**src/rtl/input_fetch_pkg.sv**
```systemverilog
// Shared types and constants for the input-tile fetch path.
// The tile type is shared with the data controller.
package input_fetch_pkg;

    localparam int DATA_W     = 16;
    localparam int COORD_W    = 16;
    localparam int MEM_AW     = 14;
    localparam int TILE_DIM   = 6;
    localparam int TILE_SLOTS = 72;
    localparam int SLOT_W     = 7;

    typedef enum logic [2:0] {
        IDLE,
        LATCH,
        FETCH,
        DRAIN,
        DONE,
        WAIT
    } fetch_state_t;

    typedef logic signed [DATA_W-1:0] elem_t;
    typedef elem_t [TILE_DIM-1:0][TILE_DIM-1:0] tile_t;

endpackage

```
**src/rtl/input_tile_fetch_addr_gen.sv**
```systemverilog
// Slot sequencer for the two-tile walk: counters, row base and bound check.
// Row base is x*length from a registered multiply, then +length per row.
module tile_addr_gen
    import input_fetch_pkg::*;
(
    input  logic              clk,
    input  logic              reset_n,
    input  logic              start,
    input  logic              run,
    input  logic [COORD_W-1:0] x1,
    input  logic [COORD_W-1:0] y1,
    input  logic [COORD_W-1:0] x2,
    input  logic [COORD_W-1:0] y2,
    input  logic [COORD_W-1:0] length,
    input  logic [COORD_W-1:0] width,
    input  logic [MEM_AW-1:0]  base,
    output logic [MEM_AW-1:0]  mem_addr_o,
    output logic              mem_ren_o,
    output logic              pad,
    output logic [SLOT_W-1:0] slot,
    output logic              last
);

    logic [SLOT_W-1:0]  slot_q;
    logic [2:0]         r_q;
    logic [2:0]         c_q;
    logic               tile_q;
    logic [MEM_AW-1:0]  row_base_q;

    logic [COORD_W-1:0] x_cur;
    logic [COORD_W-1:0] y_cur;
    logic [COORD_W-1:0] mul_x;
    logic [MEM_AW-1:0]  prod;
    logic [COORD_W:0]   xr;
    logic [COORD_W:0]   yc;

    always_comb begin
        x_cur = tile_q ? x2 : x1;
        y_cur = tile_q ? y2 : y1;
        mul_x = run ? x2 : x1;
        prod  = MEM_AW'(mul_x * length);
        xr    = {1'b0, x_cur} + {{(COORD_W-2){1'b0}}, r_q};
        yc    = {1'b0, y_cur} + {{(COORD_W-2){1'b0}}, c_q};
        pad   = (xr >= {1'b0, width}) || (yc >= {1'b0, length});
        slot  = slot_q;
        last  = run && (slot_q == SLOT_W'(TILE_SLOTS-1));
        mem_ren_o  = run && !pad;
        mem_addr_o = '0;
        if (run)
            mem_addr_o = base + row_base_q + y_cur[MEM_AW-1:0]
                       + {{(MEM_AW-3){1'b0}}, c_q};
    end

    always_ff @(posedge clk or negedge reset_n) begin
        if (!reset_n) begin
            slot_q     <= '0;
            r_q        <= '0;
            c_q        <= '0;
            tile_q     <= 1'b0;
            row_base_q <= '0;
        end else if (start) begin
            slot_q     <= '0;
            r_q        <= '0;
            c_q        <= '0;
            tile_q     <= 1'b0;
            row_base_q <= prod;
        end else if (run) begin
            slot_q <= slot_q + 1'b1;
            if (c_q == 3'd5) begin
                c_q <= '0;
                // last slot of tile 1 reloads the base for tile 2
                if (slot_q == SLOT_W'(TILE_SLOTS/2 - 1)) begin
                    tile_q     <= 1'b1;
                    r_q        <= '0;
                    row_base_q <= prod;
                end else begin
                    r_q        <= r_q + 1'b1;
                    row_base_q <= row_base_q + length[MEM_AW-1:0];
                end
            end else begin
                c_q <= c_q + 1'b1;
            end
        end
    end

endmodule

```
**src/rtl/input_tile_fetch.sv**
```systemverilog
// Memory-side responder: fetches two 6x6 tiles (zero padded) per request
// and returns both with a one-cycle valid pulse.
module input_tile_fetch
    import input_fetch_pkg::*;
(
    input  logic               clk,
    input  logic               reset_n,
    input  logic               cfg_wen_i,
    input  logic [COORD_W-1:0] fmap_length_i,
    input  logic [COORD_W-1:0] fmap_width_i,
    input  logic [MEM_AW-1:0]  fmap_base_i,
    input  logic [COORD_W-1:0] input_addr_x_i_1,
    input  logic [COORD_W-1:0] input_addr_y_i_1,
    input  logic [COORD_W-1:0] input_addr_x_i_2,
    input  logic [COORD_W-1:0] input_addr_y_i_2,
    input  logic               input_request_i,
    output tile_t              input_data_o_1,
    output tile_t              input_data_o_2,
    output logic               input_valid_o,
    output logic               busy_o,
    output logic [MEM_AW-1:0]  mem_addr_o,
    output logic               mem_ren_o,
    input  elem_t              mem_rdata_i
);

    fetch_state_t state_q;
    fetch_state_t state_n;

    logic [COORD_W-1:0] cfg_len_q;
    logic [COORD_W-1:0] cfg_wid_q;
    logic [MEM_AW-1:0]  cfg_base_q;
    logic [COORD_W-1:0] len_q;
    logic [COORD_W-1:0] wid_q;
    logic [MEM_AW-1:0]  base_q;
    logic [COORD_W-1:0] x1_q;
    logic [COORD_W-1:0] y1_q;
    logic [COORD_W-1:0] x2_q;
    logic [COORD_W-1:0] y2_q;

    logic              start;
    logic              run;
    logic              pad;
    logic              last;
    logic [SLOT_W-1:0] slot;

    logic              rd_vld_q;
    logic              rd_pad_q;
    logic [SLOT_W-1:0] rd_slot_q;

    elem_t stage_q [TILE_SLOTS];
    elem_t stage_n [TILE_SLOTS];

    tile_addr_gen u_addr (
        .clk        (clk),
        .reset_n    (reset_n),
        .start      (start),
        .run        (run),
        .x1         (x1_q),
        .y1         (y1_q),
        .x2         (x2_q),
        .y2         (y2_q),
        .length     (len_q),
        .width      (wid_q),
        .base       (base_q),
        .mem_addr_o (mem_addr_o),
        .mem_ren_o  (mem_ren_o),
        .pad        (pad),
        .slot       (slot),
        .last       (last)
    );

    always_ff @(posedge clk or negedge reset_n) begin
        if (!reset_n) state_q <= IDLE;
        else          state_q <= state_n;
    end

    always_comb begin
        state_n = state_q;
        unique case (state_q)
            IDLE:    if (input_request_i) state_n = LATCH;
            LATCH:   state_n = FETCH;
            FETCH:   if (last) state_n = DRAIN;
            DRAIN:   state_n = DONE;
            DONE:    state_n = WAIT;
            WAIT:    if (!input_request_i) state_n = IDLE;
            default: state_n = IDLE;
        endcase
    end

    always_comb begin
        input_valid_o = (state_q == DONE);
        busy_o        = (state_q != IDLE);
        start         = (state_q == LATCH);
        run           = (state_q == FETCH);
    end

    always_ff @(posedge clk or negedge reset_n) begin
        if (!reset_n) begin
            cfg_len_q  <= '0;
            cfg_wid_q  <= '0;
            cfg_base_q <= '0;
        end else if (cfg_wen_i) begin
            cfg_len_q  <= fmap_length_i;
            cfg_wid_q  <= fmap_width_i;
            cfg_base_q <= fmap_base_i;
        end
    end

    always_ff @(posedge clk or negedge reset_n) begin
        if (!reset_n) begin
            len_q  <= '0;
            wid_q  <= '0;
            base_q <= '0;
            x1_q   <= '0;
            y1_q   <= '0;
            x2_q   <= '0;
            y2_q   <= '0;
        end else if (state_q == IDLE && input_request_i) begin
            len_q  <= cfg_len_q;
            wid_q  <= cfg_wid_q;
            base_q <= cfg_base_q;
            x1_q   <= input_addr_x_i_1;
            y1_q   <= input_addr_y_i_1;
            x2_q   <= input_addr_x_i_2;
            y2_q   <= input_addr_y_i_2;
        end
    end

    // slot tag follows the SRAM's one-cycle read latency
    always_ff @(posedge clk or negedge reset_n) begin
        if (!reset_n) begin
            rd_vld_q  <= 1'b0;
            rd_pad_q  <= 1'b0;
            rd_slot_q <= '0;
        end else begin
            rd_vld_q  <= run;
            rd_pad_q  <= pad;
            rd_slot_q <= slot;
        end
    end

    always_comb begin
        stage_n = stage_q;
        if (rd_vld_q)
            stage_n[rd_slot_q] = rd_pad_q ? '0 : mem_rdata_i;
    end

    always_ff @(posedge clk or negedge reset_n) begin
        if (!reset_n) begin
            for (int i = 0; i < TILE_SLOTS; i++)
                stage_q[i] <= '0;
        end else begin
            stage_q <= stage_n;
        end
    end

    always_ff @(posedge clk or negedge reset_n) begin
        if (!reset_n) begin
            input_data_o_1 <= '0;
            input_data_o_2 <= '0;
        end else if (state_q == DRAIN) begin
            for (int r = 0; r < TILE_DIM; r++) begin
                for (int c = 0; c < TILE_DIM; c++) begin
                    input_data_o_1[r][c] <= stage_n[6*r + c];
                    input_data_o_2[r][c] <= stage_n[36 + 6*r + c];
                end
            end
        end
    end

endmodule
```
**config.mk**
```make
export PLATFORM = sky130hd
export DESIGN_NAME = input_tile_fetch
export DESIGN_NICKNAME = d
export VERILOG_FILES = /design/src/rtl/input_fetch_pkg.sv /design/src/rtl/input_tile_fetch_addr_gen.sv /design/src/rtl/input_tile_fetch.sv
export SDC_FILE = /design/constraint.sdc
export NUM_CORES = 2
export LEC_CHECK = 0
export BUFFER_PORTS_ARGS = -buffer_cell sky130_fd_sc_hd__clkbuf_2
export CORE_UTILIZATION = 35
export CTS_CLUSTER_DIAMETER = 100
export DETAILED_ROUTE_END_ITERATION = 6
export GPL_TIMING_DRIVEN = 1
export PLACE_DENSITY = 0.65
export SYNTH_ARGS = -nofsm -noshare
export SYNTH_HDL_FRONTEND = slang
export SYNTH_SLANG_ARGS = --single-unit
```
**constraint.sdc**
```tcl
create_clock -name clk -period 6.08 [get_ports clk]
set_clock_uncertainty 0.05 [all_clocks]
set_input_delay 0.608 -clock clk [delete_from_list [all_inputs] [get_ports clk]]
set_output_delay 0.608 -clock clk [all_outputs]
set_load 0.05 [all_outputs]
```
==> metrics.md <==
| Metric | Value |
|---|---|
| Aggregate routed wire length | 303 mm |
| Area delta synth->final | 22.1% |
| RSZ-0062 raised after global routing | true |
| Initial antenna violation count | 37 |
| Power density over the cells | 488 mW/mm^2 |
| Worst Setup Path Type | flip-flop to flip-flop |
| Crit start category | flip-flop |
| Clock latency of the later-clocked register in the worst-skew pair | 0.89 ns |
| Number of DRC markers after the initial detailed-route iteration | 4390 |
| Clock period minus worst slack | 5.96 ns |
| Vias per Instance | 4.98 |
| FMAX | 0.168 GHz |
| Die Y-Extent | 529 um |
| Site row count | 192 |
| TritonCTS clock tree | done |
| Transition time at the pin with the least slew margin | 1.20 ns |
| DR WL/cell | 23.5 um |
| Max stage delay cell, worst path | sky130_fd_sc_hd__fa_1 |
| IR Drop Worst-Case VDD | 1.20 mV |
| Post-Synthesis Cells | 7698 |
| Die ar. | 0.279 mm^2 |
| Overall global routing resource usage | 21.3% |
| Number of synthesized register bits | 2500 |
| Number of warnings issued by yosys | 0 |
| Final weighted congestion in routability-driven placement | 0.879 |
| Dominant cell type by count on the critical path | sky130_fd_sc_hd__fa_1 |
| Clock-pin slew reported for the worst setup and hold paths after clock tree synthesis | 0.06 ns |
| Routed via count | 64300 |
| Maximum number of pins on one net before global-route repair | 186 |
| Type of element capturing the critical path | flip-flop |
| Chip width | 529 um |
| Worst slack at placement | -0.113 ns |
| Std-Cell Core Area | 0.275 mm^2 |
| Count of antenna-violating nets left after detailed routing | 0 |
| Starting density of the core | 35.3% |
| Most used flip-flop cell after synthesis | sky130_fd_sc_hd__dfrtp_1 |
| Req. time, crit path | 6.74 ns |
| Final setup violation count | 0 |
| Clock buffers created by TritonCTS | 271 |
| Reg area | 0.0626 mm^2 |
| Unique masters post-synth | 64 |
| Post-synthesis sequential area ratio | 64.5% |
| Number of sinks on the clock net | 2500 |
| Stage delay of the slowest cell on the critical path | 0.50 ns |
| Worst rel slew slack | 19.8% |
| Design area | 0.118 mm^2 |
| Buffer type at the clock tree root | sky130_fd_sc_hd__clkbuf_16 |
| First-pass GRT wire length | 444 mm |
| Final period utilization | 98.1% |
| Crit path max fanout | 9 |
| Final worst slack | 0.117 ns |
| Standard cell area after detailed placement | 0.108 mm^2 |
| Synth Cell Area | 0.0970 mm^2 |
| Number of optimization iterations in the first detailed-route pass | 5 |
| Number of nets in the synthesized netlist | 8020 |
| Top Ports | 1299 |
| Max clock buf depth | 4 |
| Number of enable-type register cells in the synthesized netlist | 0 |
| HP Class | primary input to flip-flop |
| Number of H-tree branching levels | 5 |
| Via count of the first global-routing pass | 66400 |
| Setup TNS after final layout | 0 ns |
| Total power consumption of the routed design | 57.8 mW |
| Final-stage net count | 9335 |
| Synth async-reset ratio | 100% |
| Hold violation count in the final report | 0 |
| Max Cap Violations | 0 |
| Average size of a mapped cell | 12.6 um^2 |
| Static Leakage | 50.1 nW |
| Filler instances | 25100 |
| Share of post-route cells with drive strength above 1 | 35.3% |
| Final Max Tran Viols | 0 |
| Final core utilization | 43.1% |
| Total area of multi-input combinational cells | 0.0323 mm^2 |
| HPWL after detailed placement | 203 mm |
| DRC Markers | 0 |
| Aggregate global routing overflow | 0 |
| Arrival time reported for the critical path endpoint | 6.63 ns |
| Number of port buffers | 1298 |
| Status | complete, no violations |
==> repair_timing <==
action | CTS | global route
hold endpoints to repair | 194 | 0
pin swaps | 12 | 19
setup buffers | 0 | 3
hold buffers | 107 | 0
gates resized for setup | 9 | 36
endpoints found under the setup margin | 2 | 6
==> layout by cell type, fill, tap and decap left out, drive strengths merged, types with 5 or more instances in the layout <==
cell type and count:
nand4 7, mux2 1301, clkinv 45, o41ai 5
o21a 11, fa 75, dfrtp 2500, xnor2 64
nand3 17, dlygate4sd3 107, ha 117, diode 18
nor2 86, and3 9, buf 161, nor2b 27
bufinv 30, inv 146, nand3b 5, o21ai 1218
a21o 16, xor2 24, a21oi 49, nand2 1364
clkinvlp 8, and2 31, nand2b 28, mux2i 13
clkbuf 1665, nor3 21, a32o 7, nor4 5
==> registers in the layout, summed over array words and instances, names as in the netlist <==
name	count
x1_q	16
y2_q	16
u_addr.row_base_q	14
rd_slot_q	7
input_data_o_1	576
base_q	14
u_addr.slot	7
y1_q	16
state_q	3
rd_pad_q	1
cfg_base_q	14
input_data_o_2	576
u_addr.c_q	3
cfg_len_q	16
x2_q	16
u_addr.r_q	3
u_addr.tile_q	1
stage_q	1152
cfg_wid_q	16
wid_q	16
len_q	16
rd_vld_q	1
==> path summary, 6_finish.rpt <==
path | startpoint | to | slack, ns | cells after the start
min | input_addr_y_i_2[0] | y2_q[0] | 0.07 | 2
max in group asynchronous | reset_n | stage_q[721] | 3.75 | 4
min reg2reg | stage_q[836] | stage_q[836] | 0.43 | 2
max reg2reg | state_q[0] | u_addr.row_base_q[13] | 0.12 | 25
max | state_q[0] | u_addr.row_base_q[13] | 0.12 | 25
min in group asynchronous | reset_n | input_data_o_2[39] | 0.32 | 2
==> per-layer routing <==
layer,vias up,GRT usage [%],share of wire (%)
li1,28700,-,-
met1,32900,27.7,42
met2,2145,33.3,46
met3,559,5.28,7.6
met4,12,9.80,4.9
met5,-,0,0.027
==> per-stage QoR <==
stage	hold slack [ns]	instances
final	0.0721	12900
after CTS	0.00274	12900
after global placement	0.414	12300
after floorplan	0.262	7698
after detailed placement	0.421	12300
after global routing	0.0191	12900
==> power by group <==
| part | total [mW] | internal [mW] | leakage (nW) | switching (mW) |
|---|---|---|---|---|
| logic | 21.9 | 9.01 | 22.5 | 12.9 |
| registers | 18.7 | 17.8 | 23.0 | 0.890 |
| clock network | 17.2 | 10.3 | 4.55 | 6.93 |
==> cells by family after synthesis <==
group / share of synthesized area (%)
muxes: 15.3
adders and majority gates: 3.06
buffers and inverters: 2.57
DFF: 64.5
and+or+nand+nor: 6.68
AOI/OAI and AO/OA: 7.14
xor gates and xnor gates: 0.794
==> synthesized netlist by cell type, types with 28 or more instances <==
| cell type | n | area share [%] |
|---|---|---|
| sky130_fd_sc_hd__a21oi_1 | 49 | 0.25 |
| sky130_fd_sc_hd__and2_1 | 31 | 0.20 |
| sky130_fd_sc_hd__clkbuf_1 | 489 | 1.9 |
| sky130_fd_sc_hd__dfrtp_1 | 2500 | 64 |
| sky130_fd_sc_hd__fa_1 | 75 | 1.5 |
| sky130_fd_sc_hd__ha_1 | 117 | 1.5 |
| sky130_fd_sc_hd__inv_1 | 129 | 0.50 |
| sky130_fd_sc_hd__mux2_2 | 1291 | 15 |
| sky130_fd_sc_hd__nand2_1 | 1361 | 5.3 |
| sky130_fd_sc_hd__nand2b_1 | 28 | 0.18 |
| sky130_fd_sc_hd__nor2_1 | 84 | 0.32 |
| sky130_fd_sc_hd__o21ai_0 | 1144 | 5.9 |
| sky130_fd_sc_hd__o21ai_1 | 74 | 0.38 |
| sky130_fd_sc_hd__xnor2_1 | 64 | 0.58 |
==> cell type report <==
cell class / count / share of cell area [%]
antenna: 18 / 0.0380
clock buffer: 369 / 6.53
clock inverter: 99 / 1.33
inverter: 130 / 0.422
multi-input combinational: 4546 / 27.2
sequential: 2500 / 52.8
tap: 3686 / 3.89
timing repair buffer: 1564 / 7.73
==> worst max-delay path: cells and delay by family (launching register included) <==
family,cells,cell delay [ns]
flip-flops,1,0.44
AO/OA/AOI/OAI,3,0.57
buffers and inverters,5,0.47
adder cells (fa/ha/maj),7,2.73
AND/OR/NAND/NOR,8,1.01
XOR/XNOR,1,0.20
multiplexers,1,0.35
Power figures use the tool's default switching activity.
